===== config.mk =====
export PLATFORM = sky130hd
export DESIGN_NAME = fpu_result_queue
export DESIGN_NICKNAME = d
export VERILOG_FILES = /design/src/rtl/fpu_result_queue.sv
export SDC_FILE = /design/constraint.sdc
export NUM_CORES = 1
export LEC_CHECK = 0
export CAP_MARGIN = 0
export CORE_MARGIN = 8
export CORE_UTILIZATION = 52
export CTS_CLUSTER_SIZE = 8
export DETAILED_ROUTE_END_ITERATION = 10
export GPL_ROUTABILITY_DRIVEN = 0
export PLACE_DENSITY = 0.75
export SLEW_MARGIN = 20
export SYNTH_ARGS = -nofsm -noshare
export SYNTH_HDL_FRONTEND = slang
export SYNTH_SLANG_ARGS = --single-unit

===== constraint.sdc =====
create_clock -name clk -period 5.05 [get_ports clk]
set_input_delay 0.505 -clock clk [delete_from_list [all_inputs] [get_ports clk]]
set_output_delay 0.505 -clock clk [all_outputs]
set_load 0.02 [all_outputs]

===== src/rtl/fpu_result_queue.sv =====
// Result FIFO behind the FPU datapath: valid/ready buffering, sticky IEEE-754 flags, retire counter.
// Optional same-cycle empty-queue bypass enabled by defining FPU_RESQ_BYPASS_EN.
module fpu_result_queue #(
    parameter int DEPTH = 4,
    parameter int CNT_W = 16
) (
    input  logic                     clk,
    input  logic                     rst,
    input  logic                     in_valid,
    output logic                     in_ready,
    input  logic [31:0]              in_result,
    input  logic                     in_error,
    input  logic                     in_overflow,
    input  logic [1:0]               in_op,
    output logic                     out_valid,
    input  logic                     out_ready,
    output logic [31:0]              out_result,
    output logic                     out_error,
    output logic                     out_overflow,
    output logic [1:0]               out_op,
    output logic [$clog2(DEPTH):0]   count,
    input  logic                     flag_clear,
    output logic                     flag_invalid,
    output logic                     flag_overflow,
    output logic                     flag_zero,
    output logic [CNT_W-1:0]         retire_cnt
);

    localparam int PTR_W   = $clog2(DEPTH);
    localparam int ENTRY_W = 36;
    localparam logic [PTR_W:0] FULL_COUNT = (PTR_W+1)'(DEPTH);

    logic [ENTRY_W-1:0] storage [DEPTH];
    logic [PTR_W-1:0]   wr_ptr;
    logic [PTR_W-1:0]   rd_ptr;
    logic [ENTRY_W-1:0] in_entry;
    logic [ENTRY_W-1:0] head_entry;
    logic [ENTRY_W-1:0] shown_entry;
    logic               queue_valid;
    logic               accept;
    logic               bypass;
    logic               push;
    logic               pop_q;
    logic               retire;
    logic               set_invalid;
    logic               set_overflow;
    logic               set_zero;

    assign in_ready    = (count < FULL_COUNT);
    assign queue_valid = (count != '0);
    assign accept      = in_valid && in_ready;

`ifdef FPU_RESQ_BYPASS_EN
    // An empty queue with a waiting consumer hands the input straight through.
    assign bypass = !queue_valid && in_valid && out_ready;
`else
    assign bypass = 1'b0;
`endif

    assign push   = accept && !bypass;
    assign pop_q  = queue_valid && out_ready;
    assign retire = pop_q || bypass;

    assign in_entry   = {in_op, in_overflow, in_error, in_result};
    assign head_entry = storage[rd_ptr];

    assign set_invalid  = accept && in_error;
    assign set_overflow = accept && in_overflow;
    assign set_zero     = accept && !in_error && (in_result[30:0] == 31'd0);

    always_comb begin
        shown_entry = head_entry;
        if (bypass) begin
            shown_entry = in_entry;
        end
    end

    assign out_valid    = queue_valid || bypass;
    assign out_op       = shown_entry[35:34];
    assign out_overflow = shown_entry[33];
    assign out_error    = shown_entry[32];
    assign out_result   = shown_entry[31:0];

    // Storage is deliberately left unreset; out_valid masks stale contents.
    always_ff @(posedge clk) begin
        if (push) begin
            storage[wr_ptr] <= in_entry;
        end
    end

    always_ff @(posedge clk) begin
        if (rst) begin
            wr_ptr <= '0;
            rd_ptr <= '0;
            count  <= '0;
        end else begin
            if (push) begin
                wr_ptr <= wr_ptr + 1'b1;
            end
            if (pop_q) begin
                rd_ptr <= rd_ptr + 1'b1;
            end
            case ({push, pop_q})
                2'b10:   count <= count + 1'b1;
                2'b01:   count <= count - 1'b1;
                default: count <= count;
            endcase
        end
    end

    // A set event in the same cycle as flag_clear wins.
    always_ff @(posedge clk) begin
        if (rst) begin
            flag_invalid  <= 1'b0;
            flag_overflow <= 1'b0;
            flag_zero     <= 1'b0;
            retire_cnt    <= '0;
        end else begin
            flag_invalid  <= (flag_invalid  && !flag_clear) || set_invalid;
            flag_overflow <= (flag_overflow && !flag_clear) || set_overflow;
            flag_zero     <= (flag_zero     && !flag_clear) || set_zero;
            if (retire) begin
                retire_cnt <= retire_cnt + 1'b1;
            end
        end
    end

endmodule


### After elaboration in Yosys (flattened, before gate mapping)

Memories as Yosys holds them, arrays and structs flattened. A register that Yosys moved wholly into a read port is not among the register bits.
Index checks and enable logic that the tools add are counted.

| word-level totals | value |
|---|---|
| input bits | 41 |
| bits in registers | 26 |
| output and inout port bits | 60 |
| memory bits (writable) | 144 |
| memories kept | 1 |
| word-level logic and storage cells | 38 |

| operators by class | value |
|---|---|
| order comparisons | 1 |
| equal/unequal tests | 2 |
| add/sub/neg operators | 5 |
| multiplexer cells | 5 |
| reduce and logical (&&, ||, !) cells | 17 |

Memory list:

| memory | depth | bits a word | rd ports | clocked after Yosys merged registers in | wr ports | line | text |
|---|---|---|---|---|---|---|---|
| storage | 4 | 36 | 1 | 1 | 1 | 33 | `logic [ENTRY_W-1:0] storage [DEPTH];` |

Operators with widths:

| operator | number |
|---|---|
| $logic_not A31 Y1 | 1 |
| $add A16 B1 Y16 const B | 1 |
| $logic_and A1 B1 Y1 | 9 |
| $pmux W3 S2 | 1 |
| $add A2 B1 Y2 const B | 2 |
| $mux W2 | 2 |
| $add A3 B1 Y3 const B | 1 |
| $logic_or A1 B1 Y1 | 3 |
| $lt A3 B3 Y1 const B | 1 |
| $reduce_bool A3 Y1 | 1 |
| $sub A3 B1 Y3 const B | 1 |
| $eq A2 B1 Y1 const B | 1 |
| $eq A2 B2 Y1 const B | 1 |
| $logic_not A1 Y1 | 2 |
| $mux W1 | 2 |
| $reduce_bool A2 Y1 | 1 |

### Logic depth before layout (Yosys ltp)

| logic depth | value |
|---|---|
| depth after elaboration | 5 |
| mapped depth | 9 |
| mapped depth without buffers | 8 |

### Least setup slack after synthesis

Ideal clock, no wire load.

| path | value |
|---|---|
| path kind | register to register |
| start | register count[2] |
| end | register count[2] |
| data required time | 4.980 ns |
| cell stages (with the launch flop) | 10 |
| clock period less this slack | 2.313 ns |
| path buffers | 1 |
| arrival | 2.242 ns |
| setup slack | 2.737 ns |
| library setup time | 0.070 ns |
| path through | dfxtp_1 > and2b_2 > clkbuf_1 > inv_1 > ha_1 > inv_1 > fa_1 > xor2_1 > or3_2 > a21oi_1 |

| on the way | value |
|---|---|
| longest elaborated chain between the ends | 4 |
| elaborated cells between the ends (all ways) | 10 |
| those cells by class | add/sub: 2; order compare: 1; eq/ne: 2; mux: 1; reduce/logical: 4 |

RTL lines:

| element | line | text |
|---|---|---|
| start, declared | 21 | `output logic [$clog2(DEPTH):0] count,` |
| start signal, assigned | 104 | `2'b10: count <= count + 1'b1;` |
| start signal, assigned | 105 | `2'b01: count <= count - 1'b1;` |
| start signal, assigned | 106 | `default: count <= count;` |
| $lt A3 B3 Y1 or $reduce_bool A3 Y1 (tied branches) | 49, 50 |  |
| $logic_and A1 B1 Y1, on equally long branches | 51, 61 |  |
| $eq A2 B1 Y1 or $eq A2 B2 Y1 (tied branches) | 103 | `case ({push, pop_q})` |
| $pmux W3 S2 or $reduce_bool A2 Y1 (tied branches) | n/a |  |

Parallel ways exist; a longest one is shown, timed or not.
A chain may end at the register's enable or synchronous reset.

==> qor.yml <==
cts_resized: 0
rsz0062_at_grt: "no"
finalClockSkew_ns: 0.0116
grt_pass1_wl_um: 19700
syn2layout_area_growth_pct: 27.0
synth_flop_cell: "edfxtp_1"
mostFrequentLayoutCells: "144 x edfxtp_1, 100 x clkdlybuf4s50_1, 36 x mux4_2"
firstDrtPassIters: 4
cts_hold_buf: 0
synth_cell_types: 38
fillers: 835
ys_ff_latch: 172
timing.final.crit_share: 0.660
power_density_mw_per_mm2: 521
netlist_instances: 344
cp_slowest_stage_delay_ns: 0.89
critPathBufInv: 2
holdCritPathClass: "reg2reg"
hold_violations: 0
clock_latency_ns: 0.42
p_leak_nw: 2.68
arrival_ns: 2.83
status: "finished, final reports clean"
ios: 101
clock-sinks: 172
ir_drop_v: 0.000337
setup_violations: 0
yosys_warnings: 0
pwr-share-clk: 0.318
place_area_sq_mm: 0.00770
switching_share: 0.269
maxCapViolCount: 0
synth_area_per_cell_sq_um: 19.1
tritoncts: "built"
fmax_ghz: 0.300
required_ns: 4.55
grt_usage: 0.161
first_iter_violations: 273
ys_seq_area_frac: 0.745
first_global_vias: 3657
whs_ns: 0.502
syn_nets: 392
drive_above_1_share: 0.167
cts-root-buf: "clkbuf_16"
synth-edff-count: 144
routed_wl_um: 12500
synthesis.area_sq_mm: 0.00656
tns_ns: 0
die_w_um: 128
wl_per_cell_um: 19.7
grt_max_degree: 37
post_cts_buffers: 0
layout_commonest_cell: "edfxtp_1"
via_per_inst: 5.34
synth-async-reset-ratio: 0
cp_slowest_cell: "dfxtp_2"
die_area_sq_mm: 0.0165
endpoint_kind: "output pin"
switching_power_mw: 1.17
via_count: 3386
critPathTopFamily: "buffers and inverters"
core_area_sq_mm: 0.0125
final_cells: 634
htreeDepth: 4
nets: 497
period_minus_slack_ns: 3.33
grt_remaining_overflow: 0
p_int_mw: 3.17
cts_made_buffers: 17
dp_hpwl_um: 7890
antenna_found_initial: 0
ant_nets: 0
seqPwrFrac: 0.425
start_util: 0.526
worst_pin_slew_ns: 1.08
clkSlewWorstSetupHoldPaths_ns: 0.06
num_rows: 41
dp.cells: 602
die_h_um: 128
diodes: 0
port_buffers: 100
maxSlewViolCount: 0
critPathKind: "reg2out"
start_kind: "flip-flop"
cp_max_fo: 24
path_cells: "buf_4 -> mux4_2 -> clkdlybuf4s50_1"
drc: 0
finalInstanceArea_sq_mm: 0.00833
clk_path_buf_depth: 2
p_comb_frac: 0.257
slew_headroom: 0.279
path summary, 6_finish.rpt:
check	startpoint	end	slack, ns	depth (start not counted)
max reg2reg	count[2]	count[2]	2.81	8
min	retire_cnt[15]	retire_cnt[15]	0.50	2
max	flip-flop	out_result[6]	1.72	3
min reg2reg	retire_cnt[15]	retire_cnt[15]	0.50	2
final cells by class:
type | instances | area (sq um) | share of cell area
repair buffers | 101 | 1010 | 0.121
clock buffers | 19 | 433 | 0.0520
clock inverters | 13 | 198 | 0.0237
multi-input cells | 150 | 1560 | 0.187
inverters | 7 | 26.3 | 0.00316
flip-flops and latches | 172 | 4890 | 0.587
well taps | 172 | 215 | 0.0258
state kept, by name (all words and copies together) (netlist names), named ones only:
register and flops:
count 3, flag_invalid 1, flag_overflow 1, flag_zero 1
rd_ptr 2, retire_cnt 16, storage 144, wr_ptr 2
through the flow:
stage	setup WS (ns)	power, mW	util
2_1_floorplan	2.74	2.52	-
3_3_place_gp	2.10	2.98	0.617
3_5_place_dp	2.05	3.01	0.617
4_1_cts	1.59	4.39	0.668
5_1_grt	1.47	4.51	0.668
6_report	1.72	4.34	0.668
synthesized netlist by cell type, drive strengths merged, types with 2 or more instances:
cell      n  share of area
o21ai     6         0.0046
xor2     12          0.016
nand2     5         0.0029
nor4      7         0.0067
clkbuf    6         0.0052
and2      6         0.0057
edfxtp  144           0.66
dfxtp    28          0.086
inv       7         0.0040
nand3     8         0.0088
nor2     23          0.013
or3       6         0.0059
nand4     7         0.0067
ha        6          0.011
and3      3         0.0029
a21oi    10         0.0076
buf       9         0.0084
xnor2     3         0.0040
and4      2         0.0032
nor2b     2         0.0019
mux4     36           0.12
metal layers:
| layer | wire length, um | GRT usage |
|---|---|---|
| met1 | 5200 | 0.190 |
| met3 | 991 | 0.0666 |
| met5 | 0 | 0 |
| met2 | 6220 | 0.259 |
| met4 | 102 | 0.0608 |
power groups by stage:
stage                     clock network (mW)  logic (mW)  registers (mW)
after floorplan                            0       0.712            1.81
after global placement                     0        1.11            1.87
after detailed placement                   0        1.13            1.88
after CTS                               1.40        1.14            1.85
after global routing                    1.45        1.19            1.87
final                                   1.38        1.11            1.84
worst register-to-register path, cell delays in order, from the launching register on:
cell and delay (ns):
dfxtp_1 0.43, and2b_2 0.33, inv_1 0.08, ha_1 0.17
inv_1 0.06, fa_1 0.38, xor2_1 0.15, or3_2 0.40
a21oi_1 0.14
logic make-up (layout without fill, tap and decap cells):
group,Yosys count,in the layout,synth area share
simple gates,72,72,0.0609
buf+inv,22,140,0.0176
compound gates,19,19,0.0166
fa+ha+maj,7,7,0.0145
xor+xnor,15,15,0.0200
flops,172,172,0.745
mux,37,37,0.125
(Power assumes the default switching activity.)
